## src/rtl/r5fp_idiv_pkg.sv

```systemverilog
// Shared definitions for the radix-4 fractional integer divider:
// FSM states, digit width per step and the step-count helper.
package r5fp_idiv_pkg;

  typedef enum logic [1:0] {
    IDLE = 2'd0,
    BUSY = 2'd1,
    DONE = 2'd2
  } state_t;

  localparam int RADIX_BITS = 2;

  function automatic int step_count(input int w);
    return w / RADIX_BITS;
  endfunction

endpackage

```

## src/rtl/r5fp_idiv_r4_step.sv

```systemverilog
// One radix-4 restoring step: shifts the partial remainder by one digit and
// subtracts the largest multiple of D (0..3) that keeps it non-negative.
module r5fp_idiv_r4_step
  import r5fp_idiv_pkg::*;
#(
  parameter int W = 26
) (
  input  logic [W+1:0] r,
  input  logic [W+1:0] d1,
  input  logic [W+1:0] d2,
  input  logic [W+1:0] d3,
  output logic [1:0]   q,
  output logic [W+1:0] r_next
);

  logic [W+1:0] t;
  logic [W+2:0] diff1, diff2, diff3;

  assign t = r << RADIX_BITS;

  // The extra top bit of each difference is a borrow: set means T < k*D.
  assign diff1 = {1'b0, t} - {1'b0, d1};
  assign diff2 = {1'b0, t} - {1'b0, d2};
  assign diff3 = {1'b0, t} - {1'b0, d3};

  // NOTE: every output gets a default first so no path through the block infers a latch.
  always_comb begin
    q      = 2'd0;
    r_next = t;
    if (!diff3[W+2]) begin
      q      = 2'd3;
      r_next = diff3[W+1:0];
    end else if (!diff2[W+2]) begin
      q      = 2'd2;
      r_next = diff2[W+1:0];
    end else if (!diff1[W+2]) begin
      q      = 2'd1;
      r_next = diff1[W+1:0];
    end
  end

endmodule

```

## src/rtl/r5fp_idiv_r4.sv

```systemverilog
// Radix-4 restoring divider returning floor(N*2^W / D) and the final remainder
// over a strobe/ready/done handshake; two quotient bits retire per BUSY cycle.
module r5fp_idiv_r4
  import r5fp_idiv_pkg::*;
#(
  parameter int W = 26
) (
  input  logic         clk,
  input  logic         reset_n,
  input  logic [W-1:0] N_i,
  input  logic [W-1:0] D_i,
  input  logic         strobe_i,
  output logic [W-1:0] Quo_o,
  output logic [W-1:0] Rem_o,
  output logic         done_o,
  output logic         ready_o
);

  localparam int STEPS = step_count(W);
  localparam int CNT_W = (STEPS > 1) ? $clog2(STEPS) : 1;

  state_t state, state_nxt;

  logic [CNT_W-1:0] cnt;
  logic [W+1:0]     r;
  logic [W-1:0]     q_acc;
  logic [W-1:0]     d;
  logic [W+1:0]     d3;
  logic [W-1:0]     quo_q;
  logic [W-1:0]     rem_q;

  logic [1:0]   digit;
  logic [W+1:0] r_next;
  logic [W-1:0] q_next;
  logic         accept;
  logic         last_step;

  assign accept    = strobe_i && (state != BUSY);
  assign last_step = (cnt == '0);
  assign q_next    = (q_acc << RADIX_BITS) | W'(digit);

  r5fp_idiv_r4_step #(.W(W)) u_step (
    .r      (r),
    .d1     ({2'b00, d}),
    .d2     ({1'b0, d, 1'b0}),
    .d3     (d3),
    .q      (digit),
    .r_next (r_next)
  );

  // NOTE: every register, datapath included, clears on reset so outputs read zero at once.
  always_ff @(posedge clk or negedge reset_n) begin
    if (!reset_n) state <= IDLE;
    else          state <= state_nxt;
  end

  always_comb begin
    state_nxt = state;
    unique case (state)
      IDLE:    if (accept) state_nxt = BUSY;
      BUSY:    if (last_step) state_nxt = DONE;
      DONE:    state_nxt = accept ? BUSY : IDLE;
      default: state_nxt = IDLE;
    endcase
  end

  // Separate result registers let Quo/Rem hold the previous answer while the
  // next operation is loaded; they only follow the datapath once steps begin.
  // NOTE: sequential state uses <= only, so every register samples pre-edge values.
  always_ff @(posedge clk or negedge reset_n) begin
    if (!reset_n) begin
      cnt   <= '0;
      r     <= '0;
      q_acc <= '0;
      d     <= '0;
      d3    <= '0;
      quo_q <= '0;
      rem_q <= '0;
    end else if (accept) begin
      cnt   <= CNT_W'(STEPS - 1);
      r     <= {2'b00, N_i};
      q_acc <= '0;
      d     <= D_i;
      d3    <= {2'b00, D_i} + {1'b0, D_i, 1'b0};
    end else if (state == BUSY) begin
      if (!last_step) cnt <= cnt - CNT_W'(1);
      r     <= r_next;
      q_acc <= q_next;
      quo_q <= q_next;
      rem_q <= r_next[W-1:0];
    end
  end

  assign Quo_o   = quo_q;
  assign Rem_o   = rem_q;
  assign done_o  = (state == DONE);
  assign ready_o = (state != BUSY);

endmodule

```

## config.mk

```make
export PLATFORM = sky130hd
export DESIGN_NAME = r5fp_idiv_r4
export DESIGN_NICKNAME = d
export VERILOG_FILES = /design/src/rtl/r5fp_idiv_pkg.sv /design/src/rtl/r5fp_idiv_r4_step.sv /design/src/rtl/r5fp_idiv_r4.sv
export SDC_FILE = /design/constraint.sdc
export NUM_CORES = 1
export LEC_CHECK = 0
export CAP_MARGIN = 20
export CORE_MARGIN = 4
export CORE_UTILIZATION = 50
export DETAILED_ROUTE_END_ITERATION = 16
export PLACE_DENSITY = 0.71
export RECOVER_POWER = 50
export SLEW_MARGIN = 20
export SYNTH_ARGS = -nofsm -noshare
export SYNTH_HDL_FRONTEND = slang
export SYNTH_SLANG_ARGS = --single-unit
export TNS_END_PERCENT = 10
```

## constraint.sdc

```tcl
create_clock -name clk -period 4.5 [get_ports clk]
set_input_delay 1.125 -clock clk [delete_from_list [all_inputs] [get_ports clk]]
set_output_delay 1.125 -clock clk [all_outputs]
set_load 0.05 [all_outputs]
```

==> run metrics, run 1 <==
status complete, but fails checks; failing checks max-capacitance violations, max-slew violations; Mean Syn Cell Area 8.699 µm²; initial drt markers 927; Setup-failing EPs final 0; TritonCTS sink count 161; RR Endpoint Rem_o[18]; # Post-CTS Setup Buffers 0; maximum fanout along the worst path 3; Remaining Overflow, GRT 0; fmax 0.2673 GHz; cell taking the most area after synthesis dfrtp_1; via count 10240; Layout fillers 2094; CP Launch Type primary input; most frequent cells in the layout nand2_1, dfrtp_1, a21oi_1; final instance area 0.01381 mm²; period utilization 0.8312; Initial Utilization 0.5155; Relative slew margins -0.3519; share of cells above drive strength 1 0.06412; per-cell routed wire length 17.61 µm; top cells by area, synth dfrtp_1, ha_1, nand2_1; Met2 Wirelength 13660 µm; Post-Syn Instances 1358; deepest clock path buffer count 2; RSZ-0062 raised after global routing no; Die Ht 161.7 µm; Critical Path RT 4.78 ns; first-pass GRT wire length 50870 µm; worst-margin pin slew 2.028 ns; DRT antenna net count 0; Ant. Diodes 0; Final Core Density 0.6028; Max Transition Viols Final 174; Post-synth EDFFs 0; vias in the first global route 9743; Via density 5.758; Seq/Total Area, Yosys 0.3410; largest net degree at the start of global routing 80; GP Congestion 0.8933; TritonCTS clock tree built; Worst Hold Class flip-flop to flip-flop; class of the most critical setup path primary input to flip-flop; top_reg_cell synth dfrtp_1; Final nets 1615; CTS buffer count 17; adder-cell share of the synthesized area 0.1146; Final Hold Vio Count 0; simple-gate share of the synthesized area 0.1380; worst hold path depth 2; Highest Signal Layer met4; DPL Wire Length 24040 µm; Critical Path Slowest Stage Cell clkdlybuf4s50_1; final setup TNS 0 ns; met3 routed wirelength 1652 µm; CP Buf/Inv Count 3; FF-to-FF path depth 9; compound-cell area share of the yosys netlist 0.2507; Async SR Flop Fraction 1.000; mux contribution to synthesized area 0.05274; worst path cell trace clkdlybuf4s50_1, ha_1, inv_1, fa_1, nor2b_1, o21ai_0, a21boi_0, buf_4, o221a_2, o211ai_1, a211oi_1, a21oi_1, a21oi_1, xnor2_1, o21ai_0; IO Pins 109; RR Startpoint r[23]; WP data arrival 4.02 ns; I/O Buffers 108; # hold bufs at CTS 0; placed cell areas 0.01328 mm²; Root Driver clkbuf_16; Clock transition at path regs 0.07 ns; Tmin final 3.741 ns; CP top delay family compound AO/OA/AOI/OAI gates; GRT Util Overall 0.2386; H-tree Lvls 4; post-synthesis net count 1520; r2r setup slk 0.83 ns; crit end category flip-flop; XOR/XNOR share of the synthesized area 0.05857; largest family of logic cells by synthesized area compound AO/OA/AOI/OAI gates; Hold Path Sink Quo_o[8]; Met1 Wirelength 15700 µm; PostCTS Resize Cnt 0; drt drc 0; Yosys warnings 0; worst skew pair latency 0.43 ns; Seq cells post-synth 161; initial antenna violation count 0; Max Cap Violations 4; Mapped Area 0.01181 mm²; Hold Startpoint Quo_o[8]; most common cell after layout, fill and taps aside nand2_1; skew final 0.01185 ns; DRT Wirelength 31320 µm; Rows 55; Max stage delay on crit path 0.51 ns; top cell type's share of synthesized area 0.3410; DRT Pass-1 Iters 5; Core Area 0.02292 mm²; Yosys cell types 76; full die area 0.02615 mm²; synth-to-layout area growth 16.93%; width of the chip 161.7 µm
[worst max-delay path by stage]
| stage | slack, ns | to | startpoint | cells after the start |
|---|---|---|---|---|
| after floorplan | 1.13 | d3[23] | D_i[0] | 13 |
| after global placement | 0.38 | d3[23] | D_i[1] | 15 |
| after detailed placement | 0.30 | d3[23] | D_i[1] | 15 |
| after CTS | 0.76 | d3[23] | D_i[1] | 15 |
| after global routing | 0.39 | q_acc[11] | reset_n | 2 |
| final | 0.76 | d3[23] | D_i[1] | 15 |
[stage by stage]
stage	worst slack [ns]	hold WS (ns)	instances
2_1_floorplan	1.128	0.4396	1358
4_1_cts	0.7570	0.4787	1779
5_1_grt	0.3904	0.5062	1779
3_5_place_dp	0.3049	0.4625	1747
3_3_place_gp	0.3844	0.4571	1747
6_report	0.7595	0.4731	1779
[metal layers]
layer,global-route usage,vias up
met5,0,-
met4,0.04806,0
met3,0.02081,21
met2,0.3615,313
met1,0.3749,4789
li1,-,5121
[Yosys cell counts, drive strengths merged, types with 15 or more instances]
cell type	count
xnor2	54
nor3	15
mux2	26
inv	83
a21o	45
dfrtp	161
nand2	178
ha	105
o211ai	20
a31oi	17
a22o	24
o21ai	98
xor2	25
clkbuf	42
mux2i	33
a21oi	126
nand3	21
a211oi	19
o21a	32
nor2	73
[flip-flops by register name, summed over array words and instances, names as in the netlist]
register / flops
state: 2
Rem_o: 26
d3: 27
d: 26
Quo_o: 26
r: 26
cnt: 4
q_acc: 24
[final cells by class]
type | count | area (µm²) | area share
Clock inverter | 14 | 147.6 | 0.01069
Timing Repair Buffer | 128 | 1229 | 0.08894
Inverter | 83 | 311.5 | 0.02255
Clock buffer | 18 | 429.2 | 0.03107
Tap cell | 313 | 391.6 | 0.02835
Sequential cell | 161 | 4029 | 0.2916
Multi-Input combinational cell | 1062 | 7277 | 0.5268
[tightest hold or removal path, delay by kind of cell, from the launching register on]
kind,cells,cell delay [ns]
DFF,1,0.34
and+or+nand+nor,2,0.10
[cell families (layout without fill, tap and decap cells)]
group           Yosys count  count (layout)
xor+xnor                 79              79
flops                   161             161
simple gates            363             363
fa+ha+maj               107             107
buf+inv                 135             243
compound gates          454             454
mux                      59              59
Power of run 1 is left out: the tool's default activity adds up to more than one toggle a clock period on the data nets, which glitch-free logic cannot reach.
==> run 2: changes to the inputs <==
==> constraint.sdc (replaced) <==
create_clock -name clk -period 3.6 [get_ports clk]
set_input_delay 0.9 -clock clk [delete_from_list [all_inputs] [get_ports clk]]
set_output_delay 0.9 -clock clk [all_outputs]
set_load 0.05 [all_outputs]
==> run 2 against run 1 <==
  * Clock skew grew 0.00094 ns
  * Via count grew 3.0%
  * Clock-buffer cell count is the same
  * Routed wire length grew 0.93%
  * The run still ends with max-capacitance violations, max-slew violations left
  * Non-clock buffer count grew 44
  * Die area is the same
==> run metrics, run 2 (synthesized netlist as in run 1, its figures left out) <==
status complete, but fails checks; failing checks max-capacitance violations, max-slew violations; Hold Startpoint Quo_o[17]; full die area 0.02615 mm² (unchanged); Via density 5.786 (+0.47%); RR Endpoint r[12]; Top Usage Layer GRT met1; Relative slew margins -0.6428 (-0.2909); Max Cap Violations 3 (-1); Root Driver clkbuf_16; IO Pins 109 (unchanged); Core Area 0.02292 mm² (unchanged); Tmin final 3.382 ns; width of the chip 161.7 µm (unchanged); final setup TNS 0 ns (unchanged); Setup-failing EPs final 0 (unchanged); worst-margin pin slew 2.464 ns (+0.4363 ns); maximum fanout along the worst path 19 (+16); synth-to-layout area growth 20.65%; crit end category flip-flop; DPL Wire Length 23910 µm (-0.55%); Clock transition at path regs 0.07 ns (about the same); most frequent cells in the layout nand2_1, dfrtp_1, a21oi_1; skew final 0.01278 ns (+0.0009377 ns); # hold bufs at CTS 0 (unchanged); Final Hold Vio Count 0 (unchanged); initial drt markers 937 (+1.1%); Worst Hold Class flip-flop to flip-flop; Ant. Diodes 0 (unchanged); DRT antenna net count 0 (unchanged); TritonCTS sink count 161 (unchanged); FF-to-FF path depth 13 (+4); worst hold path depth 2 (unchanged); Final nets 1659 (+2.7%); Hold Path Sink Quo_o[17]; Max Transition Viols Final 130 (-25%); Layout fillers 1964 (-6.2%); Remaining Overflow, GRT 0 (unchanged); max reg flops 27 (unchanged); most common cell after layout, fill and taps aside nand2_1; WP data arrival 3.64 ns (-0.38 ns); class of the most critical setup path flip-flop to flip-flop; met3 Resource Use GR 0.02969 (+0.008881); H-tree Lvls 4 (unchanged); initial antenna violation count 0 (unchanged); CP Launch Type flip-flop; RSZ-0062 raised after global routing no; Rows 55 (unchanged); I/O Buffers 108 (unchanged); deepest clock path buffer count 2 (unchanged); Initial Utilization 0.5155 (unchanged); r2r setup slk 0.22 ns (-0.61 ns); TritonCTS clock tree built; worst skew pair latency 0.43 ns (about the same); period utilization 0.9394; GR met2 Demand/Resource 0.3586 (-0.002866); grt met1 use 0.3784 (+0.003438); share of cells above drive strength 1 0.09669 (+0.03257); CTS buffer count 17 (unchanged); GP Congestion 0.9214 (+3.1%); fmax 0.2957 GHz; largest net degree at the start of global routing 101 (+26%); drt drc 0 (unchanged); per-cell routed wire length 17.34 µm (-1.5%); RR Startpoint r[0]; Critical Path RT 3.86 ns (-0.92 ns); first-pass GRT wire length 51490 µm (+1.2%); Die Ht 161.7 µm (unchanged); vias in the first global route 9979 (+2.4%); DRT Pass-1 Iters 5 (unchanged); GRT Util Overall 0.2411 (+0.002483); DRT Wirelength 31620 µm (+0.93%); via count 10550 (+3.0%); largest reg by FF count d3
==> run 2: routing by layer <==
metal  routed length, µm  part of all wire  vias up
met2               13500              0.43      357
li1                    -                 -     5185
met4                 333             0.011        0
met3                1944             0.061       29
met1               15840              0.50     4976
met5                   0                 0        -
==> run 2: layout make-up <==
| class | instances | area, µm² | share of cell area |
|---|---|---|---|
| Clock buffer | 18 | 439.2 | 0.03081 |
| Clock inverter | 14 | 157.7 | 0.01106 |
| Inverter | 83 | 311.5 | 0.02186 |
| Multi-Input combinational cell | 1062 | 7308 | 0.5127 |
| Sequential cell | 161 | 4029 | 0.2827 |
| Tap cell | 313 | 391.6 | 0.02748 |
| Timing Repair Buffer | 172 | 1617 | 0.1134 |
==> run 2: metrics by stage <==
step	std cells	area [µm²]	setup slack [ns]	util	hold slack, ns
4_1_cts	1823	14230	0.04243	0.6212	0.4312
3_5_place_dp	1791	13640	-0.4024	0.5951	0.4621
2_1_floorplan	1358	11810	0.4530	-	0.4396
6_report	1823	14250	0.2181	0.6220	0.4760
3_3_place_gp	1791	13640	-0.3338	0.5951	0.4577
5_1_grt	1823	14250	0.007359	0.6220	0.5038
==> run 2: what timing repair did <==
item | CTS | global route
setup endpoints to repair | 0 | 9
resized for setup | 0 | 8
setup buffers | 0 | 0
==> run 2: worst max path at each step <==
stage / startpoint / to / slack, ns / depth (start not counted)
floorplan: D_i[0] / d3[23] / 0.45 / 13
global placement: D_i[1] / d3[23] / -0.33 / 14
detailed placement: D_i[1] / d3[23] / -0.40 / 14
CTS: D_i[1] / d3[23] / 0.04 / 14
global route: D_i[1] / d3[11] / 0.007 / 15
finish: r[0] / r[12] / 0.22 / 13
==> run 2: critical path, cell delays in order, from the launching register on <==
cell and delay (ns):
dfrtp_1 0.47, ha_1 0.32, nor2b_1 0.14, o31a_1 0.29
o41ai_2 0.37, a211o_1 0.25, a21oi_1 0.12, o21a_1 0.24
nor2_2 0.17, buf_12 0.19, buf_4 0.18, a21oi_1 0.07
a21oi_1 0.30, a21oi_1 0.09
Power of run 2 is left out for the same reason.
==> run 3: changes to the inputs <==
--- a/config.mk
+++ b/config.mk
@@ -8,6 +8,7 @@
 export CAP_MARGIN = 20
 export CORE_MARGIN = 4
 export CORE_UTILIZATION = 50
+export CTS_CLUSTER_DIAMETER = 120
 export DETAILED_ROUTE_END_ITERATION = 16
 export PLACE_DENSITY = 0.71
 export RECOVER_POWER = 50
==> results of run 3 <==
The final DEF is identical to that of run 2; final timing and power are the same.
Power of run 3 is left out for the same reason.
